### src/rtl/imdct_pkg.sv
// imdct_pkg: shared types and constants for the IMDCT twiddle datapath control.
package imdct_pkg;
    typedef enum logic [1:0] {IDLE, RUN, DRAIN, DONE} seq_state_t;
    localparam int IMDCT_ALU_LAT = 4;
    localparam int IMDCT_ES_W = 5;
    localparam logic MODE_PRE = 1'b0;
    localparam logic MODE_POST = 1'b1;
endpackage

### src/rtl/imdct_delay_line.sv
// imdct_delay_line: {valid, addr} shift register; tap 1 exposes {valid, addr lsb}, plus the final tap.
module imdct_delay_line #(
    parameter int DEPTH = 5,
    parameter int W = 7
) (
    input  logic         clk,
    input  logic         rst_n,
    input  logic [W-1:0] d,
    output logic [1:0]   tap1,
    output logic [W-1:0] tap_last
);
    logic [DEPTH-1:0][W-1:0] sr;

    always_ff @(posedge clk or negedge rst_n)
        if (!rst_n) sr <= '0;
        else        sr <= {sr[DEPTH-2:0], d};

    assign tap1     = {sr[0][W-1], sr[0][0]};
    assign tap_last = sr[DEPTH-1];
endmodule

### src/rtl/imdct_twiddle_seq.sv
// imdct_twiddle_seq: streams one pre/post twiddle pass through the ALU and writes results back in place.
module imdct_twiddle_seq
    import imdct_pkg::*;
#(
    parameter int N = 64,
    parameter int AW = 6,
    parameter int ALU_LAT = IMDCT_ALU_LAT
) (
    input  logic                  clk,
    input  logic                  rst_n,
    input  logic                  start,
    input  logic                  pass_mode,
    input  logic [IMDCT_ES_W-1:0] es_in,
    output logic                  busy,
    output logic                  done,
    output logic                  ram_ren,
    output logic [AW-1:0]         ram_raddr,
    output logic                  rom_ren,
    output logic [AW-1:0]         rom_addr,
    output logic                  alu_mode,
    output logic [IMDCT_ES_W-1:0] alu_es,
    output logic                  alu_a0,
    output logic                  ram_wen,
    output logic [AW-1:0]         ram_waddr
);
    localparam logic [AW:0]   LAST_RD = (AW+1)'(N - 1);
    localparam logic [AW-1:0] LAST_WR = AW'(N - 1);

    seq_state_t  state, state_nx;
    logic [AW:0] cnt;
    logic [AW:0] dl_last;
    logic [1:0]  dl_t1;
    logic        accept;

    assign accept = state == IDLE && start;

    always_ff @(posedge clk or negedge rst_n)
        if (!rst_n) state <= IDLE;
        else        state <= state_nx;

    always_comb begin
        state_nx = state;
        case (state)
            IDLE:    state_nx = start ? RUN : IDLE;
            RUN:     state_nx = cnt == LAST_RD ? DRAIN : RUN;
            DRAIN:   state_nx = ram_wen && ram_waddr == LAST_WR ? DONE : DRAIN;
            default: state_nx = IDLE;
        endcase
    end

    always_comb begin
        busy    = state != IDLE;
        done    = state == DONE;
        ram_ren = state == RUN;
    end

    // Counter is one bit wider than the address so N = 2^AW terminates without aliasing.
    always_ff @(posedge clk or negedge rst_n)
        if (!rst_n)            cnt <= '0;
        else if (accept)       cnt <= '0;
        else if (state == RUN) cnt <= cnt + (AW+1)'(1);

    always_ff @(posedge clk or negedge rst_n)
        if (!rst_n) begin
            alu_mode <= 1'b0;
            alu_es   <= '0;
        end else if (accept) begin
            alu_mode <= pass_mode;
            alu_es   <= es_in;
        end

    assign ram_raddr = ram_ren ? cnt[AW-1:0] : '0;
    assign rom_ren   = ram_ren;
    assign rom_addr  = ram_raddr;

    imdct_delay_line #(.DEPTH(1 + ALU_LAT), .W(AW + 1)) u_dl (
        .clk      (clk),
        .rst_n    (rst_n),
        .d        ({ram_ren, ram_raddr}),
        .tap1     (dl_t1),
        .tap_last (dl_last)
    );

    assign alu_a0    = dl_t1[1] & dl_t1[0];
    assign ram_wen   = dl_last[AW];
    assign ram_waddr = dl_last[AW-1:0];
endmodule

### config.mk
export PLATFORM = sky130hd
export DESIGN_NAME = imdct_twiddle_seq
export DESIGN_NICKNAME = d
export VERILOG_FILES = /design/src/rtl/imdct_pkg.sv /design/src/rtl/imdct_delay_line.sv /design/src/rtl/imdct_twiddle_seq.sv
export SDC_FILE = /design/constraint.sdc
export NUM_CORES = 1
export LEC_CHECK = 0
export BUFFER_PORTS_ARGS = -buffer_cell sky130_fd_sc_hd__buf_2
export CAP_MARGIN = 20
export CORE_ASPECT_RATIO = 0.7
export CORE_MARGIN = 2
export CORE_UTILIZATION = 35
export CTS_CLUSTER_DIAMETER = 100
export CTS_CLUSTER_SIZE = 16
export DETAILED_ROUTE_END_ITERATION = 12
export PLACE_DENSITY = 0.63
export SYNTH_ARGS = -nofsm -noshare
export SYNTH_HDL_FRONTEND = slang
export SYNTH_SLANG_ARGS = --single-unit
### constraint.sdc
create_clock -name clk -period 3.4 [get_ports clk]
set_clock_uncertainty 0.2 [all_clocks]
set_input_delay 1.02 -clock clk [delete_from_list [all_inputs] [get_ports clk]]
set_output_delay 1.02 -clock clk [all_outputs]
set_load 0.03 [all_outputs]
==> metrics.txt, run 1 <==
router iterations before antenna repair=4; Port Buffers=38; Leak=0.969 nW; reg2reg path depth=3; Hold Crit Class=flip-flop to flip-flop; DRT Wirelength=2.74 mm; Remaining Overflow, GRT=0; RSZ-0062 raised after global routing=no; clock slew at reported path FFs=0.08 ns; hold path endpoint=u_dl.sr[18]; most frequent cells in the layout=dfrtp_1, buf_2, nand2_1; H-tree depth=2; sw frac=0.405; largest net degree at the start of global routing=51; Fin Setup TNS=0 ns; Worst path slowest cell=dfrtp_1; post-synthesis cell type count=29; Max-slew headroom=0.606; GRT Total Usage=0.113; detailed-route vias per instance=4.26; fmax=344 MHz; Die Ht=62.6 µm; fraction of the yosys area taken by sequential cells=0.728; clk_lat worst skew=0.29 ns; run status=complete, no violations; worst-path maximum fanout=12; Async SR Flop Fraction=1.00; Max clock buf depth=2; synth warn=0; I/O pins=39; DRC viols=0; final setup vio count=0; synthesis-to-layout area growth=17.2%; Area contributors post-synth=dfrtp_1, buf_4, nand2_1; TritonCTS Sinks=50; sequential power share=0.441; initial core utilization=0.361; post-CTS sizing=0; vias=966; layout cells sized above 1=0.323; Synth Instances=127; synthesized cell area=1720 µm²; Comb power frac=0.379; final worst setup slack=0.489 ns; #FFs+latches synth=50; Post-DP HPWL=1.87 mm; DRT iter0 DRCs=40; worst path required time=2.18 ns; Net Sw Power=0.913 mW; Yosys top cell area share=0.728; Post-synth top flop=dfrtp_1; Synth Net Count=137; Die ar.=5490 µm²; Final GP Congestion=0.748; Antenna Nets Post-Route=0; hold-fix buffers at CTS=0; final slew viol count=0; Worst Max-Slew Pin Slew=0.588 ns; first-pass GRT wire length=4.67 mm; Avg Cell Area, Syn=13.5 µm²; vias in the first global route=1003; std cell rows=21; Routed WL per cell=12.1 µm; r2r endpoint=cnt[3]; diode count=0; Cell Int Power=1.34 mW; cell breakdown of the critical path=nand2b_1 -> inv_2 -> and2_1 -> buf_2; postcts setup bufs=0; pre-CTS setup slack=0.789 ns; Setup CP Type=flip-flop to output pin; CTS tree=done; Final Hold Viols=0; period utilization=0.856; Setup crit start kind=flip-flop; min Tclk post-route=2.91 ns; initial antenna violation count=0; DIE WIDTH=87.7 µm; maxcap violations=0; crit path DAT=1.69 ns; RR Startpoint=state[0]; post-synth top area cell=dfrtp_1; Crit. End Element=output pin; PD cells=1120 nW/µm²; HP Start=u_dl.sr[11]; Hold Crit Depth=0; commonest non-fill, non-tap cell in the layout=dfrtp_1; maximum VDD drop=339 µV; Post-synth EDFFs=0; Clock Power Share=0.180; Core ar.=4760 µm²; total CTS buffers=5; clock root buffer=clkbuf_8; nets@finish=168; Max stage delay on crit path=0.46 ns; FF-to-FF setup slack=1.73 ns
## routing by layer
layer | track usage | share of wire | up-vias
met4 | 0.0673 | 0.016 | 0
met5 | 0 | 0 | -
met3 | 0.0423 | 0.051 | 4
met2 | 0.169 | 0.48 | 26
met1 | 0.140 | 0.45 | 477
li1 | - | - | 459
## cell families (layout without fill, tap and decap cells)
family / count (synthesis) / in the layout / share of synthesized area
buf+inv: 18 / 49 / 0.0728
flops: 50 / 50 / 0.728
xor+xnor: 2 / 2 / 0.0102
fa+ha+maj: 1 / 1 / 0.00728
compound gates: 8 / 8 / 0.0350
simple gates: 46 / 46 / 0.135
mux: 2 / 2 / 0.0117
## power by group through the flow
stage / logic (mW) / clock network, mW / registers (mW)
5_1_grt: 0.922 / 0.450 / 1.03
3_3_place_gp: 0.853 / 0 / 0.995
4_1_cts: 0.866 / 0.423 / 1.00
6_report: 0.855 / 0.406 / 0.994
3_5_place_dp: 0.859 / 0 / 1.01
2_1_floorplan: 0.681 / 0 / 1.04
## metrics by stage
stage	hold WS [ns]	power (mW)	instance area, µm²	cells	util
3_5_place_dp	0.136	1.87	1880	219	0.395
6_report	0.150	2.25	2010	227	0.423
5_1_grt	0.161	2.40	2010	227	0.423
4_1_cts	0.155	2.29	1990	226	0.419
3_3_place_gp	0.132	1.85	1880	219	0.395
2_1_floorplan	0.131	1.72	1720	127	-
## synthesized netlist by cell type (all sizes together), types with 2 or more instances
master / number
xnor2: 2
inv: 3
nand3: 2
and2: 7
buf: 15
nand4: 2
nand2: 25
nor2: 2
o22ai: 2
dfrtp: 50
mux2i: 2
## worst max path at each step
stage / slack (ns) / endpoint / cells past startpoint / start
2_1_floorplan: 0.68 / rom_addr[0] / 5 / state[1]
3_3_place_gp: 0.86 / ram_raddr[0] / 4 / state[1]
3_5_place_dp: 0.79 / rom_addr[0] / 4 / state[1]
4_1_cts: 0.45 / rom_addr[0] / 4 / state[1]
5_1_grt: 0.35 / rom_addr[0] / 4 / state[1]
6_report: 0.49 / ram_raddr[5] / 4 / state[1]
## registers in the layout, summed over array words and instances, names as in the netlist
| register | count |
|---|---|
| u_dl.sr | 26 |
| alu_es | 5 |
| u_dl.tap1 | 2 |
| alu_mode | 1 |
| cnt | 7 |
| u_dl.tap_last | 7 |
| state | 2 |
## worst max-delay path: cells and delay by family (launching register included)
family	cells	cell delay, ns
flops	1	0.46
simple gates	2	0.50
buf+inv	2	0.44
## layout make-up
type	count	area [µm²]
tap	69	86.3
fill	448	2740
timing repair buffer	39	210
inverter	3	11.3
sequential	50	1250
clock buffer	6	82.6
clock inverter	1	30.0
multi-input combinational	59	342
No activity file was read; power rests on OpenSTA's default activity.
==> run 2, diff against run 1 <==
--- a/config.mk
+++ b/config.mk
@@ -5,6 +5,7 @@
 export SDC_FILE = /design/constraint.sdc
 export NUM_CORES = 1
 export LEC_CHECK = 0
+export ABC_AREA = 1
 export BUFFER_PORTS_ARGS = -buffer_cell sky130_fd_sc_hd__buf_2
 export CAP_MARGIN = 20
 export CORE_ASPECT_RATIO = 0.7
==> run 2 against run 1 <==
Utilization decreased by 0.31 points. Largest cell class unchanged. Register-to-register slack improved by 0.15 ns. Total power decreased by 58%. Critical path depth stayed put. Wire length increased by 0.51%.
==> metrics.txt, run 2 <==
Remaining Overflow, GRT=0; worst path required time=2.18 ns; Post-DP HPWL=1.97 mm; total CTS buffers=5; Async SR Flop Fraction=1.00; Synth Net Count=159; router iterations before antenna repair=4; Post-synth EDFFs=0; DIE WIDTH=88.6 µm; postcts setup bufs=0; Core ar.=4810 µm²; fin area=2020 µm²; Die Ht=63.2 µm; max FFs per register=26; fraction of the yosys area taken by sequential cells=0.714; run status=complete, no violations; Area contributors post-synth=dfrtp_1, nand2_1, buf_4; vias=993; met1 Track Usage GR=0.155; count leader, synth=dfrtp_1; Post-synth top flop=dfrtp_1; RSZ-0062 raised after global routing=no; detailed-route vias per instance=3.94; area of placed instances=1930 µm²; min Tclk post-route=2.69 ns; final slew viol count=0; largest register by flop count=u_dl.sr; maximum VDD drop=156 µV; vias in the first global route=907; TritonCTS Sinks=50; synth warn=0; layout cells sized above 1=0.322; Comb power frac=0.018; Avg Cell Area, Syn=11.8 µm²; Max clock buf depth=2; synthesized cell area=1750 µm²; nets@finish=192; fmax=372 MHz; diode count=0; Final Hold Viols=0; first-pass GRT wire length=4.47 mm; Max-slew headroom=0.768; GRT Total Usage=0.113; I/O pins=39; Final GP Congestion=0.768; largest net degree at the start of global routing=29; DRC viols=0; Fin Setup TNS=0 ns; #FFs+latches synth=50; hold-fix buffers at CTS=0; crit path DAT=1.47 ns; std cell rows=21; most frequent cells in the layout=dfrtp_1, buf_2, nand2_1; PD cells=468 nW/µm²; worst-path maximum fanout=9; met3 GRT Util=0.0616; Hold Crit Class=flip-flop to flip-flop; synth cell count leaders=dfrtp_1, nand2_1, buf_4, nor2_1, inv_1; Setup crit start kind=flip-flop; clk_lat worst skew=0.30 ns; Worst Max-Slew Pin Slew=0.347 ns; H-tree depth=2; final setup vio count=0; Clock Power Share=0.354; Leak=1.01 nW; Yosys top cell area share=0.714; DRT iter0 DRCs=33; clock root buffer=clkbuf_8; sw frac=0.213; initial antenna violation count=0; Routed WL per cell=10.9 µm; Net Sw Power=0.201 mW; Synth Instances=149; commonest non-fill, non-tap cell in the layout=dfrtp_1; post-CTS sizing=0; initial core utilization=0.364; cell breakdown of the critical path=inv_2 -> nand2_4 -> nor2_1 -> buf_2; period utilization=0.791; DRT Wirelength=2.76 mm; post-synth top area cell=dfrtp_1; storage element area=1250 µm²; CTS tree=done; maxcap violations=0; GRT met2 Usage=0.148; Worst path slowest cell=dfrtp_1; synthesis-to-layout area growth=15.4%; clock slew at reported path FFs=0.09 ns; Max stage delay on crit path=0.45 ns; Setup CP Type=flip-flop to output pin; busiest grt layer=met1; post-synthesis cell type count=20; Antenna Nets Post-Route=0; multi-input logic area=339 µm²; Filler cells=465; Port Buffers=38; Crit. End Element=output pin; Cell Int Power=0.744 mW; Die ar.=5600 µm²; sequential power share=0.629
[run 2: changes by cell type after synthesis, sizes merged, moves of 2 or more]
cell	previous run	this run
and2	7	0
inv	3	14
mux2i	2	0
nand2	25	40
nand3	2	6
nor2	2	16
o21ai	1	4
xnor2	2	0
[run 2: worst max-delay path, delay by kind of cell, from the launching register on]
kind / cells / cell delay, ns
and+or+nand+nor: 2 / 0.35
DFF: 1 / 0.45
buffers and inverters: 2 / 0.38
[run 2: cell type report]
type	count	share of cell area
Inverter	14	0.0260
Multi-Input combinational cell	71	0.168
Sequential cell	50	0.619
Clock inverter	2	0.00681
Clock buffer	6	0.0359
Tap cell	69	0.0427
Timing Repair Buffer	40	0.102
[run 2: metal layers]
layer | part of all wire | up-vias
met5 | 0 | -
met4 | 0.0051 | 0
met3 | 0.085 | 2
met2 | 0.41 | 33
met1 | 0.50 | 450
li1 | - | 508
[run 2: cells by family (layout without fill, tap and decap cells)]
group / after synthesis / count (layout) / share of synthesized area
AO/OA/AOI/OAI: 5 / 5 / 0.0171
adder cells (fa/ha/maj): 1 / 1 / 0.00714
buffers and inverters: 28 / 62 / 0.0921
flip-flops: 50 / 50 / 0.714
AND/OR/NAND/NOR: 65 / 65 / 0.169
[run 2: stage by stage]
step	std cells	hold slack (ns)	util	power [mW]	setup slack (ns)
2_1_floorplan	149	0.131	-	0.606	0.765
3_3_place_gp	244	0.133	0.402	0.624	1.07
3_5_place_dp	244	0.135	0.402	0.624	1.03
4_1_cts	252	0.150	0.420	0.962	0.686
5_1_grt	252	0.163	0.420	0.996	0.594
6_report	252	0.148	0.420	0.945	0.709
[run 2: path summary, 6_finish.rpt]
check	endpoint	cells past startpoint	startpoint	slack [ns]
min in group asynchronous	u_dl.sr[22]	1	rst_n	0.33
worst min-delay path	u_dl.sr[16]	0	u_dl.sr[9]	0.15
worst max register to register	cnt[5]	6	state[0]	1.88
worst max-delay path	rom_addr[0]	4	state[1]	0.71
max in group asynchronous	state[1]	2	rst_n	2.09
worst min register to register	u_dl.sr[16]	0	u_dl.sr[9]	0.15
[run 2: power by group through the flow]
stage          clock, mW  combinational, mW  sequential [mW]
6_report           0.334             0.0169            0.594
5_1_grt            0.382             0.0199            0.594
4_1_cts            0.350             0.0180            0.594
3_5_place_dp           0             0.0180            0.606
3_3_place_gp           0             0.0180            0.606
2_1_floorplan          0        0.000000629            0.606
